### src/rtl/vga_timing_out.sv
// rtl/vga_timing_out.sv - progressive VGA raster, composer pacing strobes and aligned pixel output stage
module vga_timing_out #(
    parameter int CLK_DIV      = 2,
    parameter int H_ACTIVE     = 640,
    parameter int H_FP         = 16,
    parameter int H_SYNC       = 96,
    parameter int H_BP         = 48,
    parameter int V_ACTIVE     = 480,
    parameter int V_FP         = 10,
    parameter int V_SYNC       = 2,
    parameter int V_BP         = 33,
    parameter bit HSYNC_POL    = 1'b0,
    parameter bit VSYNC_POL    = 1'b0,
    parameter int DATA_LATENCY = 2
) (
    input  logic       clk,
    input  logic       rst,
    input  logic       enable,
    output logic       display_next_frame,
    output logic       display_next_line,
    output logic       display_next_pixel,
    output logic       display_current_field,
    input  logic [7:0] display_data,
    output logic [7:0] vga_data,
    output logic       vga_hsync,
    output logic       vga_vsync,
    output logic       vga_active
);

    localparam int H_TOTAL = H_ACTIVE + H_FP + H_SYNC + H_BP;
    localparam int V_TOTAL = V_ACTIVE + V_FP + V_SYNC + V_BP;

    localparam logic [2:0] DIV_LAST = 3'(CLK_DIV - 1);
    localparam logic [9:0] H_LAST   = 10'(H_TOTAL - 1);
    localparam logic [9:0] V_LAST   = 10'(V_TOTAL - 1);
    localparam logic [9:0] H_ACT    = 10'(H_ACTIVE);
    localparam logic [9:0] V_ACT    = 10'(V_ACTIVE);
    localparam logic [9:0] HS_BEG   = 10'(H_ACTIVE + H_FP);
    localparam logic [9:0] HS_END   = 10'(H_ACTIVE + H_FP + H_SYNC);
    localparam logic [9:0] VS_BEG   = 10'(V_ACTIVE + V_FP);
    localparam logic [9:0] VS_END   = 10'(V_ACTIVE + V_FP + V_SYNC);

    // Pipeline entry layout: {strobe, hs, vs, act}
    localparam int P_STB = 3;
    localparam int P_HS  = 2;
    localparam int P_VS  = 1;
    localparam int P_ACT = 0;

    logic [2:0] div_cnt_q;
    logic [9:0] h_cnt_q;
    logic [9:0] v_cnt_q;
    logic       next_pixel_q;
    logic       next_line_q;
    logic       next_frame_q;
    logic [3:0] pipe_q [0:DATA_LATENCY];
    logic [7:0] vga_data_q;
    logic       vga_active_q;
    logic       vga_hsync_q;
    logic       vga_vsync_q;

    logic       run;
    logic       pix_stb;
    logic       hs_d;
    logic       vs_d;
    logic       act_d;
    logic       line_end_d;
    logic [3:0] out_tap;

    // Raster decode from the pre-increment counters
    always_comb begin
        run        = enable && !rst;
        pix_stb    = enable && (div_cnt_q == DIV_LAST);
        hs_d       = (h_cnt_q >= HS_BEG) && (h_cnt_q < HS_END);
        vs_d       = (v_cnt_q >= VS_BEG) && (v_cnt_q < VS_END);
        act_d      = (h_cnt_q < H_ACT) && (v_cnt_q < V_ACT);
        line_end_d = (h_cnt_q == H_LAST);
        out_tap    = pipe_q[DATA_LATENCY];
    end

    // Pixel divider and h/v counters; held at origin while stopped
    always_ff @(posedge clk) begin
        if (!run) begin
            div_cnt_q <= '0;
            h_cnt_q   <= '0;
            v_cnt_q   <= '0;
        end else begin
            div_cnt_q <= pix_stb ? 3'd0 : div_cnt_q + 3'd1;
            if (pix_stb) begin
                if (line_end_d) begin
                    h_cnt_q <= '0;
                    v_cnt_q <= (v_cnt_q == V_LAST) ? 10'd0 : v_cnt_q + 10'd1;
                end else begin
                    h_cnt_q <= h_cnt_q + 10'd1;
                end
            end
        end
    end

    // One-clock composer pacing strobes, registered the clock after pix_stb
    always_ff @(posedge clk) begin
        if (!run) begin
            next_pixel_q <= 1'b0;
            next_line_q  <= 1'b0;
            next_frame_q <= 1'b0;
        end else begin
            next_pixel_q <= pix_stb && (h_cnt_q < H_ACT);
            next_line_q  <= pix_stb && line_end_d;
            next_frame_q <= pix_stb && line_end_d && (v_cnt_q == V_LAST);
        end
    end

    // Decode carried alongside the strobes, then delayed to meet display_data
    always_ff @(posedge clk) begin
        if (!run) begin
            for (int i = 0; i <= DATA_LATENCY; i++) begin
                pipe_q[i] <= '0;
            end
        end else begin
            pipe_q[0] <= {pix_stb, hs_d, vs_d, act_d};
            for (int i = 1; i <= DATA_LATENCY; i++) begin
                pipe_q[i] <= pipe_q[i-1];
            end
        end
    end

    // Output stage: data, active and syncs update together on the delayed strobe
    always_ff @(posedge clk) begin
        if (!run) begin
            vga_data_q   <= '0;
            vga_active_q <= 1'b0;
            vga_hsync_q  <= !HSYNC_POL;
            vga_vsync_q  <= !VSYNC_POL;
        end else if (out_tap[P_STB]) begin
            vga_data_q   <= out_tap[P_ACT] ? display_data : 8'd0;
            vga_active_q <= out_tap[P_ACT];
            vga_hsync_q  <= out_tap[P_HS] ? HSYNC_POL : !HSYNC_POL;
            vga_vsync_q  <= out_tap[P_VS] ? VSYNC_POL : !VSYNC_POL;
        end
    end

    assign display_next_pixel    = next_pixel_q;
    assign display_next_line     = next_line_q;
    assign display_next_frame    = next_frame_q;
    assign display_current_field = 1'b0;
    assign vga_data              = vga_data_q;
    assign vga_active            = vga_active_q;
    assign vga_hsync             = vga_hsync_q;
    assign vga_vsync             = vga_vsync_q;

endmodule
### config.mk
export PLATFORM = sky130hd
export DESIGN_NAME = vga_timing_out
export DESIGN_NICKNAME = d
export VERILOG_FILES = /design/src/rtl/vga_timing_out.sv
export SDC_FILE = /design/constraint.sdc
export NUM_CORES = 1
export LEC_CHECK = 0
export ABC_CLOCK_PERIOD_IN_PS = 4450
export CAP_MARGIN = 40
export CORE_ASPECT_RATIO = 0.6
export CORE_MARGIN = 1.5
export CORE_UTILIZATION = 45
export DETAILED_ROUTE_END_ITERATION = 8
export PLACE_DENSITY = 0.76
export RECOVER_POWER = 100
export SYNTH_ARGS = -nofsm -noshare
export SYNTH_HDL_FRONTEND = slang
export SYNTH_SLANG_ARGS = --single-unit
export TNS_END_PERCENT = 100
### constraint.sdc
create_clock -name clk -period 4.45 [get_ports clk]
set_clock_uncertainty 0.1 [all_clocks]
set_input_delay 0.6675 -clock clk [delete_from_list [all_inputs] [get_ports clk]]
set_output_delay 0.6675 -clock clk [all_outputs]
set_load 0.05 [all_outputs]
==> results.md, run 1 <==
* Status: finished clean
* Root Driver: clkbuf_8
* Share of post-route cells with drive strength above 1 at 0.0537
* Commonest cells in the netlist: dfxtp_1, nor2_1, nand2_1, nor3_1, and2_1
* Worst-Skew Late Latency at approximately 300 ps
* Routed wire per std cell at between 10 and 15 um
* Initial core utilization at 0.475
* Vias in the first global route at 1295
* Kind of end point of the critical path: flip-flop
* Worst r2r dst: v_cnt_q[0]
* Total wire length at 3.64 mm
* Final min period at 3040 ps
* Remaining antenna violation count at 0
* Post-synth EDFFs at 0
* Total gr overflow at 0
* # setup viols final at 0
* Req. time, crit path at 4500 ps
* Hold Startpoint: pipe_q[0][2]
* # DRC at 0
* CTS tree: done
* Fin crit share at 0.683
* Bufs and invs on worst path at 1
* Gpl congestion at around 0.93
* Gr usage total at 0.166
* Critical-path maximum fanout at 14
* Syn Std Cell Area at 1980 sq um
* Hold EP: pipe_q[0][6]
* IO Count at 26
* Peak supply drop at 0.164 mV
* WP data arrival at 3090 ps
* Synth Warn # at 0
* Largest net degree at the start of global routing at 23
* Worst path max stage delay at 890 ps
* Die Ht at between 50 and 60 um
* Avg Inst Size Synth at 9.13 sq um
* Synth Flop Type: dfxtp_1
* Leakage power at a little under 0.8 nW
* Fin worst setup slack at 1410 ps
* CTS max path bufs at 2
* Clock transition at path regs at 90 ps
* DR pass1 iterations at 4
* Count leader, synth: dfxtp_1
* Die W at 88.7 um
* Cells after Synth at 217
* DRT iter0 DRCs at 93
* Hold depth at 1
* Cell family with most CP delay: simple AND/OR/NAND/NOR gates
* Post-synth top area cell: dfxtp_1
* Post-CTS setup buffers at 0
* CTS buffer count at 5
* CTS Sinks at slightly below 50
* Post_cts resized at 0
* Clock H-tree levels at 2
* Final hold violations at 0
* Die area at 4820 sq um
* Ratio of total power to cell area at 314 nW/um^2
* Synth area leaders: dfxtp_1, nor2_1, ha_1
* Startpoint Class: primary input
* Post-synthesis sequential area ratio at 0.495
* Syn Nets at 235
* Cts hold-fix bufs at 0
* Via count at 1536
* Slew headroom at 0.130
* Final setup TNS at 0 ps
* Critical path cell sequence: dlygate4sd3_1 > nand3b_1 > or4_1 > o21ai_0 > nor2_1
* Final HPWL from detailed placement at approximately 2.7 mm
* First-pass GRT wire length at 5.99 mm
* Core area at 4170 sq um
* Worst R2R Path Depth at 5
* Initial antenna violation count at 0
* FFs w/ async S/R, synth at 0
* Area Growth Syn to Fin at 18.4%
* Detailed-route vias per instance at about 5
* Max_cap viols at 0
* Reg2reg start: div_cnt_q[0]
* Worst Hold Class: reg -> reg
* Post-synth cell types at 38
* FMAX at 329 MHz
* Fin. max-slew vios at 0
* Row count at 18
* I/O Buffers at 24
* Slew @ Worst Pin at 1290 ps
* CP max-delay cell: o21ai_0
* RSZ-0062 raised after global routing: false
* Fin nets at 259
* Crit Path Class: in -> reg
* Synth top area share at 0.495
* # diodes at 0
* DP Worst Slack at 1660 ps
* R2R Setup Slk at 1760 ps
* Synth Register Bits at 49
worst max-delay path by stage:
stage / cells after the start / from / slack (ps) / endpoint
after CTS: 5 / enable / 1980 / v_cnt_q[8]
after floorplan: 5 / enable / 2340 / v_cnt_q[9]
final: 5 / enable / 1410 / v_cnt_q[0]
after detailed placement: 5 / enable / 1660 / v_cnt_q[8]
after global routing: 5 / enable / 1080 / v_cnt_q[0]
after global placement: 5 / enable / 1680 / v_cnt_q[8]
final cells by class:
cell class	instances	area [sq um]
clock inverters	2	13.8
inverters	11	41.3
fillers	381	1820
multi-input cells	150	912
flip-flops and latches	49	981
repair buffers	24	240
well taps	60	75.1
clock buffers	6	82.6
power by group:
part	total [mW]	switching, mW	internal (mW)
Sequential	0.442	0.00128	0.441
Combinational	0.0263	0.0152	0.0111
Clock	0.269	0.143	0.126
Total	0.738	0.160	0.578
cell families after synthesis:
family / Yosys count / share of synthesized area
AO/OA/AOI/OAI: 34 / 0.109
buffers and inverters: 18 / 0.0373
XOR/XNOR: 9 / 0.0398
adder cells (fa/ha/maj): 7 / 0.0442
other: 1 / 0.00189
AND/OR/NAND/NOR: 98 / 0.267
multiplexers: 1 / 0.00505
flip-flops: 49 / 0.495
metal layers:
metal | part of all wire | vias up | global-route usage | wire length [um]
li1 | - | 797 | - | -
met3 | 0.050 | 4 | 0.0452 | 181
met1 | 0.54 | 697 | 0.241 | 1960
met4 | 0.0080 | 0 | 0.0625 | 29
met2 | 0.40 | 38 | 0.231 | 1470
met5 | 0 | - | 0 | 0
registers in the layout, indices dropped and copies added, names as in the netlist:
register            flops
display_next_line       1
vga_hsync               1
h_cnt_q                10
vga_vsync               1
v_cnt_q                10
display_next_frame      1
display_next_pixel      1
vga_data                8
vga_active              1
pipe_q                 12
div_cnt_q               3
through the flow:
step	cell area (sq um)	util	power (mW)	std cells	hold WS, ps
2_1_floorplan	1980	-	0.467	217	306
3_3_place_gp	2260	0.543	0.479	294	307
3_5_place_dp	2260	0.543	0.480	294	312
4_1_cts	2360	0.566	0.747	302	335
5_1_grt	2350	0.563	0.767	302	346
6_report	2350	0.563	0.738	302	333
placed cells by master (no fill, tap or decap), types with 2 or more instances in the layout:
cell	n
a21oi_1	10
a22oi_1	8
a31o_2	2
and2_0	3
and2_1	8
clkbuf_8	6
clkdlybuf4s50_1	8
dfxtp_1	49
dlygate4sd3_1	16
ha_1	7
inv_1	10
nand2_1	12
nand2b_1	2
nand3_1	10
nand3b_1	4
nand4_1	4
nand4b_1	2
nor2_1	24
nor2b_1	2
nor3_1	12
nor4_1	5
o21ai_0	9
o31ai_1	2
or3_1	4
xnor2_1	9
Note: power is estimated with default switching activity, not from simulation.
==> inputs of run 2 (changes only) <==
Settings changed: ABC_CLOCK_PERIOD_IN_PS 4450 to 2700, PLACE_DENSITY 0.76 to 0.79.
Clock period 4.45 ns to 2.7 ns, I/O delays scaled along.
==> run 2 against run 1 <==
Worst setup slack worse by 1000 ps. Sequential share of layout area is 0.16 points lower. Register-to-register slack worse by 1400 ps. Sequential cell count stayed put. Final area is 0.37% higher. Non-clock buffer count is 4 higher. Utilization is 0.21 points higher. Die area stayed put. Critical path depth is 1 higher. Hold slack better by 2.8 ps. Final cell count is 1.3% higher. First-iteration DRC count is 12% lower. Largest cell class unchanged.
==> results.md, run 2 (synthesis results as in run 1) <==
* Leakage power at 0.777 nW
* Worst-Skew Late Latency at 300 ps
* R2R Setup Slk at 390 ps
* Remaining antenna violation count at 0
* DR pass1 iterations at 5
* Die Ht at roughly 54 um
* Routed wire per std cell at ~13 um
* Most frequent cells in the layout: dfxtp_1, nor2_1, dlygate4sd3_1
* Detailed-route vias per instance at 5.14
* Worst Hold Class: reg -> reg
* Largest Register: pipe_q
* CTS tree: done
* Slew @ Worst Pin at 700 ps
* Post-CTS setup buffers at 0
* CTS buffer count at 5
* IO Count at 26
* FMAX at between 400 and 500 MHz
* Via count at 1573
* # DRC at 0
* CTS Sinks at 49
* Kind of end point of the critical path: flip-flop
* Cell family with most CP delay: simple AND/OR/NAND/NOR gates
* Fin area at 2350 sq um
* Clock H-tree levels at 2
* Largest registers: pipe_q: 12 flops, h_cnt_q: 10 flops, v_cnt_q: 10 flops
* Routed wl met3 at 180 um
* Startpoint Class: flip-flop
* CTS max path bufs at 2
* WP data arrival at 2450 ps
* Fillers at 389
* I/O Buffers at 24
* Row count at 18
* Status: finished clean
* Final hold violations at 0
* Slew headroom at 0.534
* Worst path max stage delay at 650 ps
* Final min period at 2310 ps
* Initial antenna violation count at 0
* First-pass GRT wire length at ~6 mm
* Routed met2 length at about 1.5 mm
* Die W at 88.7 um
* Gr usage total at 0.176
* Core area at 4170 sq um
* Bufs and invs on worst path at 1
* Final HPWL from detailed placement at 2.86 mm
* CP max-delay cell: or4_1
* Initial core utilization at 0.475
* Top Metal Used: met4
* # setup viols final at 0
* Reg2reg start: div_cnt_q[0]
* Largest net degree at the start of global routing at 16
* Max reg flops at 12
* Area Growth Syn to Fin at 18.9%
* Worst r2r dst: v_cnt_q[6]
* Req. time, crit path at 2840 ps
* Hold Startpoint: pipe_q[0][7]
* Fin nets at 263
* Total wire length at 3.85 mm
* Cts hold-fix bufs at 0
* Total gr overflow at 0
* Clock transition at path regs at 90 ps
* Max_cap viols at 0
* Critical-path maximum fanout at 8
* Root Driver: clkbuf_8
* DRT iter0 DRCs at 82
* Commonest non-fill, non-tap cell in the layout: dfxtp_1
* WL met1 at 2.07 mm
* # diodes at 0
* Placed Area at 2290 sq um
* Share of post-route cells with drive strength above 1 at 0.0569
* Ratio of total power to cell area at 506 nW/um^2
* Worst R2R Path Depth at 6
* Peak supply drop at between 0.2 and 0.3 mV
* Post_cts resized at 0
* Fin. max-slew vios at 0
* RSZ-0062 raised after global routing: false
* Fin crit share at 0.856
* Critical path cell sequence: ha_1 > nand3b_1 > or4_1 > clkbuf_1 > or3_1 > a21oi_1
* Vias in the first global route at 1317
* Die area at 4820 sq um
* Hold depth at 1
* Crit Path Class: reg -> reg
* Hold EP: pipe_q[0][11]
* Final setup TNS at 0 ps
* Gpl congestion at ~0.8
## run 2: cell count changes in the layout (fill, tap and decap cells not counted), sizes merged
cell | before | now
dlygate4sd3 | 16 | 15
clkbuf | 6 | 9
buf | 0 | 1
clkdlybuf4s50 | 8 | 9
## run 2: worst max-delay path by stage
| stage | start | end | slack, ps | cells past startpoint |
|---|---|---|---|---|
| 2_1_floorplan | div_cnt_q[0] | v_cnt_q[9] | 690 | 6 |
| 3_3_place_gp | enable | v_cnt_q[8] | 260 | 5 |
| 3_5_place_dp | enable | v_cnt_q[8] | 200 | 5 |
| 4_1_cts | div_cnt_q[0] | v_cnt_q[8] | 520 | 5 |
| 5_1_grt | div_cnt_q[0] | v_cnt_q[6] | 250 | 6 |
| 6_report | div_cnt_q[0] | v_cnt_q[6] | 390 | 6 |
## run 2: final cells by class
cell class	count	area [sq um]	area share
sequential	49	981	0.417
clock buffer	6	72.6	0.0308
timing repair buffer	28	259	0.110
tap	60	75.1	0.0319
clock inverter	2	10.0	0.00425
multi-input combinational	150	916	0.389
inverter	11	41.3	0.0175
## run 2: power by group
part	switching (mW)	internal, mW
clock network	0.237	0.180
registers	0.00205	0.726
logic	0.0260	0.0194
## run 2: per-stage QoR
stage | power [mW] | setup WS [ps] | util | cells | hold WS (ps)
final | 1.19 | 388 | 0.565 | 306 | 335
after floorplan | 0.770 | 689 | - | 217 | 306
after detailed placement | 0.793 | 202 | 0.550 | 298 | 312
after global placement | 0.792 | 259 | 0.550 | 298 | 308
after CTS | 1.20 | 524 | 0.570 | 306 | 330
after global routing | 1.24 | 249 | 0.565 | 306 | 350
## run 2: metal layers
metal | up-vias | global-route usage
met3 | 8 | 0.0498
met5 | - | 0
met2 | 39 | 0.246
met4 | 0 | 0.0938
li1 | 805 | -
met1 | 721 | 0.246
